### config.mk
export PLATFORM = sky130hd
export DESIGN_NAME = cmp_arbiter
export DESIGN_NICKNAME = d
export VERILOG_FILES = /design/src/rtl/cmp_arbiter.sv
export SDC_FILE = /design/constraint.sdc
export NUM_CORES = 1
export LEC_CHECK = 0
export CAP_MARGIN = 30
export CORE_ASPECT_RATIO = 0.75
export CORE_UTILIZATION = 55
export DETAILED_ROUTE_END_ITERATION = 6
export DONT_BUFFER_PORTS = 1
export PLACE_DENSITY = 0.7
export SYNTH_ARGS = -nofsm -noshare
export SYNTH_HDL_FRONTEND = slang
export SYNTH_SLANG_ARGS = --single-unit
### constraint.sdc
create_clock -name clk -period 3.6 [get_ports clk]
set_input_delay 0.72 -clock clk [delete_from_list [all_inputs] [get_ports clk]]
set_output_delay 0.72 -clock clk [all_outputs]
set_load 0.02 [all_outputs]
### src/rtl/cmp_arbiter.sv
// ---------------------------------------------------------------------------
// cmp_arbiter
//   Round-robin arbiter/sequencer sharing one 8-bit unsigned magnitude
//   comparator among NUM_REQ calculator requesters. One operation takes
//   three cycles: IDLE (grant + operand latch), CMP (compare), RESP (ack).
//
// Ports
//   clk       : rising-edge clock
//   rst_n     : asynchronous active-low reset
//   req       : per-requester level request
//   a_flat    : operand A, requester i on bits [8i+7:8i]
//   b_flat    : operand B, same packing as a_flat
//   ack       : one-hot, one-cycle completion pulse
//   res_eq    : registered A == B of the last completed operation
//   res_lt    : registered A <  B (unsigned)
//   res_gt    : registered A >  B (unsigned)
//   grant_id  : index of the current or last granted requester
//   busy      : high while in CMP or RESP
// ---------------------------------------------------------------------------

// Comparator8Bit
//   Combinational 8-bit unsigned magnitude comparator built from two nibble
//   compares: the high nibble decides unless equal, then the low nibble.
//   Ports: a, b (operands); eq, lt, gt (exactly one is high).
module Comparator8Bit (
  input  logic [7:0] a,
  input  logic [7:0] b,
  output logic       eq,
  output logic       lt,
  output logic       gt
);
  logic hi_eq, hi_lt, hi_gt;
  logic lo_eq, lo_lt, lo_gt;

  always_comb begin
    hi_eq = (a[7:4] == b[7:4]);
    hi_lt = (a[7:4] <  b[7:4]);
    hi_gt = (a[7:4] >  b[7:4]);
    lo_eq = (a[3:0] == b[3:0]);
    lo_lt = (a[3:0] <  b[3:0]);
    lo_gt = (a[3:0] >  b[3:0]);
    eq    = hi_eq & lo_eq;
    lt    = hi_lt | (hi_eq & lo_lt);
    gt    = hi_gt | (hi_eq & lo_gt);
  end
endmodule

module cmp_arbiter #(
  parameter int NUM_REQ = 4,
  parameter int IDW     = 2
) (
  input  logic                 clk,
  input  logic                 rst_n,
  input  logic [NUM_REQ-1:0]   req,
  input  logic [NUM_REQ*8-1:0] a_flat,
  input  logic [NUM_REQ*8-1:0] b_flat,
  output logic [NUM_REQ-1:0]   ack,
  output logic                 res_eq,
  output logic                 res_lt,
  output logic                 res_gt,
  output logic [IDW-1:0]       grant_id,
  output logic                 busy
);

  typedef enum logic [1:0] {
    ST_IDLE,
    ST_CMP,
    ST_RESP
  } state_t;

  state_t             state;
  logic [IDW-1:0]     ptr;
  logic [7:0]         a_q;
  logic [7:0]         b_q;

  logic [NUM_REQ-1:0] rot;
  logic [IDW:0]       cand;
  logic [IDW-1:0]     win;
  logic               found;

  logic               cmp_eq;
  logic               cmp_lt;
  logic               cmp_gt;

  Comparator8Bit u_cmp (
    .a  (a_q),
    .b  (b_q),
    .eq (cmp_eq),
    .lt (cmp_lt),
    .gt (cmp_gt)
  );

  // Rotate requests so bit k is requester (ptr+k) mod NUM_REQ; the first set
  // bit is the winner, mapped back to an absolute index.
  always_comb begin
    rot   = NUM_REQ'({req, req} >> ptr);
    found = 1'b0;
    cand  = '0;
    win   = '0;
    for (int unsigned k = 0; k < NUM_REQ; k++) begin
      if (!found && rot[k]) begin
        found = 1'b1;
        cand  = {1'b0, ptr} + (IDW+1)'(k);
        if (cand >= (IDW+1)'(NUM_REQ)) begin
          cand = cand - (IDW+1)'(NUM_REQ);
        end
        win = cand[IDW-1:0];
      end
    end
  end

  always_ff @(posedge clk or negedge rst_n) begin
    if (!rst_n) begin
      state    <= ST_IDLE;
      ptr      <= '0;
      a_q      <= '0;
      b_q      <= '0;
      ack      <= '0;
      res_eq   <= 1'b0;
      res_lt   <= 1'b0;
      res_gt   <= 1'b0;
      grant_id <= '0;
      busy     <= 1'b0;
    end else begin
      case (state)
        ST_IDLE: begin
          if (found) begin
            a_q      <= a_flat[{win, 3'b000} +: 8];
            b_q      <= b_flat[{win, 3'b000} +: 8];
            grant_id <= win;
            busy     <= 1'b1;
            state    <= ST_CMP;
          end
        end
        ST_CMP: begin
          res_eq <= cmp_eq;
          res_lt <= cmp_lt;
          res_gt <= cmp_gt;
          ack    <= NUM_REQ'(1) << grant_id;
          state  <= ST_RESP;
        end
        ST_RESP: begin
          ack   <= '0;
          busy  <= 1'b0;
          ptr   <= (grant_id == IDW'(NUM_REQ-1)) ? '0 : grant_id + IDW'(1);
          state <= ST_IDLE;
        end
        default: begin
          state <= ST_IDLE;
        end
      endcase
    end
  end

endmodule
# Yosys cells after proc, flatten, opt, wreduce, memory -nomap -nowiden
# Cells that the tools add are included.
[op_classes]
n_addsub = 8
order_cmp = 8
eq_ne = 6
shift = 4
muxes = 18
bitwise_logic = 5
n_reduce_logical = 11
[ops]
columns = ["operator", "n"]
rows = [
  ["32-bit by 6-bit indexed part select with 8-bit output", 2],
  ["2-bit two-way mux", 10],
  ["3-bit >= comparator (second input constant)", 3],
  ["4-bit equality test", 2],
  ["4-bit greater-than comparator", 2],
  ["4-bit < comparator", 2],
  ["4-bit one-hot mux with 2 select lines", 1],
  ["8-bit by 2-bit right shift with 4-bit output", 1],
  ["2-bit by 1-bit subtractor with 2-bit output (second input constant)", 4],
  ["2-bit by 2-bit adder with 3-bit output (second input constant)", 2],
  ["1-bit two-way mux", 5],
  ["2-bit equality test (second input constant)", 2],
  ["2-bit one-hot mux with 2 select lines", 1],
  ["2-bit AND reduction", 2],
  ["2-bit nonzero test", 2],
  ["1-bit by 2-bit << shifter with 4-bit output (first input constant)", 1],
  ["2-bit by 1-bit adder with 3-bit output (second input constant)", 1],
  ["1-bit AND", 3],
  ["2-bit by 3-bit >= comparator with 1-bit output (second input constant)", 1],
  ["1-bit logical AND", 3],
  ["1-bit zero test", 3],
  ["2-bit by 1-bit adder with 2-bit output (second input constant)", 1],
  ["2-bit by 1-bit equality test with 1-bit output (second input constant)", 1],
  ["2-bit zero test", 1],
  ["other kinds (3)", 4],
]
[totals]
register_bits = 30
input_bits = 70
output_inout_bits = 10
wordCells = 70

# Logic depth before layout (Yosys ltp)
[logic_depth]
word_depth = 13
mapped_depth = 7
ltp_nobuf = 7

# Hierarchy
# Synthesis repeated with hierarchy kept, for this count alone.
[unflattened]
cells_unflattened = 197
area_unflattened_um2 = 2065.7
[by_module_without_submodules]
columns = ["module", "instances", "cells_per_inst", "area_per_inst_um2"]
rows = [
  ["cmp_arbiter", 1, 165, 1839.3],
  ["Comparator8Bit", 1, 32, 226.5],
]

# Worst setup path after synthesis
# OpenSTA, ideal clock, no wires.
[synth_timing]
kind = "input-to-reg"
startpoint = "in req[3]"
endpoint = "reg a_q[1]"
arrival_time_ns = 1.843
setup_slack_ns = 1.667
path_stages = 7
path_buffers = 2
cell_sequence = "nand2b_1 -> a211oi_2 -> nor2_1 -> or2_1 -> buf_6 -> buf_6 -> o221ai_1"
[synth_between]
elab_chain_len = 12
elab_cells_between_ends = 17
classes_between = "shift: 2; mux: 8; reduce/logical: 7"
[synth_lines]
columns = ["item", "line_no", "source"]
rows = [
  ["start: declaration", "54", "input logic [NUM_REQ-1:0] req,"],
  ["8-bit by 2-bit right shift with 4-bit output (*)", "96", "rot = NUM_REQ'({req, req} >> ptr);"],
  ["1-bit two-way mux", "101", "if (!found && rot[k]) begin"],
  ["1-bit zero test", "101", ""],
  ["1-bit logical AND", "101", ""],
  ["1-bit two-way mux", "101", ""],
  ["1-bit zero test", "101", ""],
  ["1-bit logical AND", "101", ""],
  ["1-bit two-way mux", "101", ""],
  ["1-bit zero test", "101", ""],
  ["1-bit logical AND", "101", ""],
  ["2-bit two-way mux or 1-bit two-way mux (tied branches)", "101", ""],
  ["32-bit by 6-bit indexed part select with 8-bit output or 2-bit AND reduction (tied branches)", "--", ""],
  ["end signal: assignment", "128", "a_q <= a_flat[{win, 3'b000} +: 8];"],
  ["end: declaration", "73", "logic [7:0] a_q;"],
]
# Mark *: on every way between the ends. The rest lies on a longest branch, timed or not.
# A chain may end at the register's enable or synchronous reset.

# Final worst setup path
[layout_timing]
startpoint = "in req[2]"
endpoint = "reg a_q[5]"
# Same word-level chain as after synthesis.

==> impl_metrics.ini <==
[critical_path]
worst-path-max-fanout = 21
crit_top_cell = nand2_1
end_kind = flop
r2r_cells = 5
slowest_stage = or2_1
cp.required_ns = 3.72
regToRegSetupSlack_ns = 1.64
cp-endpoint = a_q[5]
r2r_end = b_q[1]
crit-reg2reg-launch = ptr[0]
critPathMaxStageDelay_ns = 0.45
arrival_ns = 2.21
path_buf_inv = 1
critical_path.top_delay_family = simple AND/OR/NAND/NOR gates
path_class = in2reg
cp.depth = 6
critPathLaunch = req[2]
cp-start-kind = primary input
crit_chain = nor2_1 > nand2_1 > nand2_1 > buf_4 > or2_1 > o221ai_1

[logic_synthesis]
synth_edf_count = 0
yosysSeqAreaShare = 0.3790
synth_area_per_cell_sq_um = 10.05
syn_inst = 197
syn_area_sq_mm = 0.001981
syn_nets = 284
ys.flop_type = dfrtp_1
synth-seq-cells = 30
yosys.cell_types.count = 32
async_flop_share = 1.000
yosys_warnings = 0

[route]
wirelength_um = 4241
route.detailed.drc = 1
viasPerCell = 6.290
route.detailed.wl_per_inst_um = 17.82
num_vias = 1497
dr.pass1.iters = 6
ant_nets = 0
drtIter0Drc = 141

[cells_and_area]
seq_area_sq_um = 750.7
final_area_sq_mm = 0.002073
multiInputGateArea_sq_mm = 0.001106
layoutNonFillerInstCount = 238
layout-area-overhead-vs-synth_pct = 4.675
drive_gt1_frac = 0.06061
antenna_cells = 0
finalNetCount = 285
final_common_cell = mux2i_1
fillers = 294
final_cell_mix = mux2i_1 (32), dfrtp_1 (30), nand2_1 (26)

[placement]
hpwlAfterDp_um = 3106
gp_congestion = 0.7790
placed_area_sq_mm = 0.001997
portBuffers = 0
dp.cells = 231

[timing]
setup_viol = 0
skew_ns = 0.004950
worst_slew_pin_slew_ns = 0.6130
max_slew_margin = 0.5902
fin_crit_ns = 2.091
hold_viol_final = 0
fin_crit_sh = 0.5809
slew_violations = 0
rsz0062_at_grt = no
max_freq_mhz = 478.2
tns_ns = 0

[clock_network]
numCtsBuffers = 5
cts_root_buffer = clkbuf_8
ctsHoldBuffers = 0
cts_buffer_depth = 2
post_cts_resized = 0
clk_latency_ns = 0.27
clkSinkCount = 30
post_cts_buffers = 0
h-tree-depth = 2
cts_tree = yes
cts.clk_slew.worst_paths_ns = 0.06

[global_route]
grt_pass1_vias = 1408
grt_overflow = 0
grt_start_max_net_pins = 33
antenna_found_initial = 0
grt_usage = 0.2224
grt_pass1_wl_um = 6458

[pwr]
pwr-share-seq = 0.364
clock_power_share = 0.136
intPower_uw = 1042
total_power_uw = 1853
switching_share = 0.4374
p_leak_uw = 0.0009989
comb_power_share = 0.499
ir_drop_v = 0.0004486
p_switching_uw = 810.3
p_per_area_mw_per_mm2 = 893.7

[job]
cap_violations = 0

[floorplan]
ios = 80
core-area_sq_mm = 0.003356
initial_core_util = 0.5902
std_cell_rows = 18
die_x_um = 71.30
die_y_um = 53.97
die_area_sq_mm = 0.003848

[hold_path]
hp-class = in2async

[run_status]
run_status = finished, violations left
violations = design-rule violations
==> metal layers <==
metal | routed length, um | GRT usage | up-vias
met3 | 244 | 0.05805 | 4
met5 | 0 | 0 | -
met4 | 40 | 0.06000 | 0
li1 | - | - | 713
met1 | 1963 | 0.3061 | 732
met2 | 1992 | 0.3508 | 48
==> layout make-up <==
type,count,area share
multi-input cells,139,0.5335
flip-flops and latches,30,0.3621
clock buffers,7,0.03681
inverters,20,0.03621
well taps,40,0.02414
repair buffers,2,0.007242
==> worst min path at each step <==
stage                from  endpoint  slack [ns]  cells past startpoint
floorplan           rst_n    a_q[0]        0.42                      0
global placement    rst_n    ack[1]        0.42                      0
detailed placement  rst_n    ack[1]        0.43                      0
CTS                 rst_n    a_q[3]        0.13                      0
global route        rst_n      busy        0.12                      0
finish              rst_n    b_q[1]        0.14                      0
==> power by group through the flow <==
| stage | Clock [uW] | Sequential [uW] | Combinational [uW] |
|---|---|---|---|
| after floorplan | 0 | 639 | 778 |
| after global placement | 0 | 671 | 873 |
| after detailed placement | 0 | 680 | 920 |
| after CTS | 256 | 676 | 929 |
| after global routing | 272 | 694 | 1050 |
| final | 253 | 675 | 925 |
==> registers in the layout (all words and copies together) (netlist names) <==
| register | flops |
|---|---|
| ptr | 2 |
| res_eq | 1 |
| res_gt | 1 |
| state | 2 |
| grant_id | 2 |
| ack | 4 |
| b_q | 8 |
| res_lt | 1 |
| busy | 1 |
| a_q | 8 |
==> metrics by stage <==
step / util / setup WS, ns / hold WS (ns)
global placement: 0.5951 / 1.325 / 0.4249
finish: 0.6178 / 1.509 / 0.1391
floorplan: - / 1.667 / 0.4244
detailed placement: 0.5951 / 1.221 / 0.4251
global route: 0.6178 / 1.340 / 0.1186
CTS: 0.6178 / 1.519 / 0.1307
==> Yosys cell counts, types with 2 or more instances <==
library cell | n | area (sq um)
buf_2 | 3 | 15.01
buf_4 | 3 | 22.52
buf_6 | 2 | 22.52
dfrtp_1 | 30 | 750.7
ha_1 | 17 | 212.7
inv_1 | 20 | 75.07
mux2_2 | 2 | 22.52
mux2i_1 | 32 | 320.3
nand2_1 | 26 | 97.59
nand2b_1 | 2 | 12.51
nand3_1 | 2 | 10.01
nand3b_1 | 4 | 30.03
nand4_1 | 2 | 12.51
nor2_1 | 4 | 15.01
nor2b_1 | 2 | 12.51
nor3_1 | 2 | 10.01
o2111ai_1 | 2 | 17.52
o211ai_1 | 2 | 15.01
o21a_1 | 2 | 15.01
o21ai_0 | 11 | 55.05
o221ai_1 | 16 | 140.1
==> logic make-up after synthesis <==
| group | count (synthesis) | synth area share |
|---|---|---|
| AO/OA/AOI/OAI | 41 | 0.1598 |
| adder cells (fa/ha/maj) | 17 | 0.1074 |
| buffers and inverters | 28 | 0.06822 |
| flip-flops | 30 | 0.3790 |
| multiplexers | 34 | 0.1731 |
| AND/OR/NAND/NOR | 47 | 0.1124 |
Note: power is estimated with default switching activity, not from simulation.
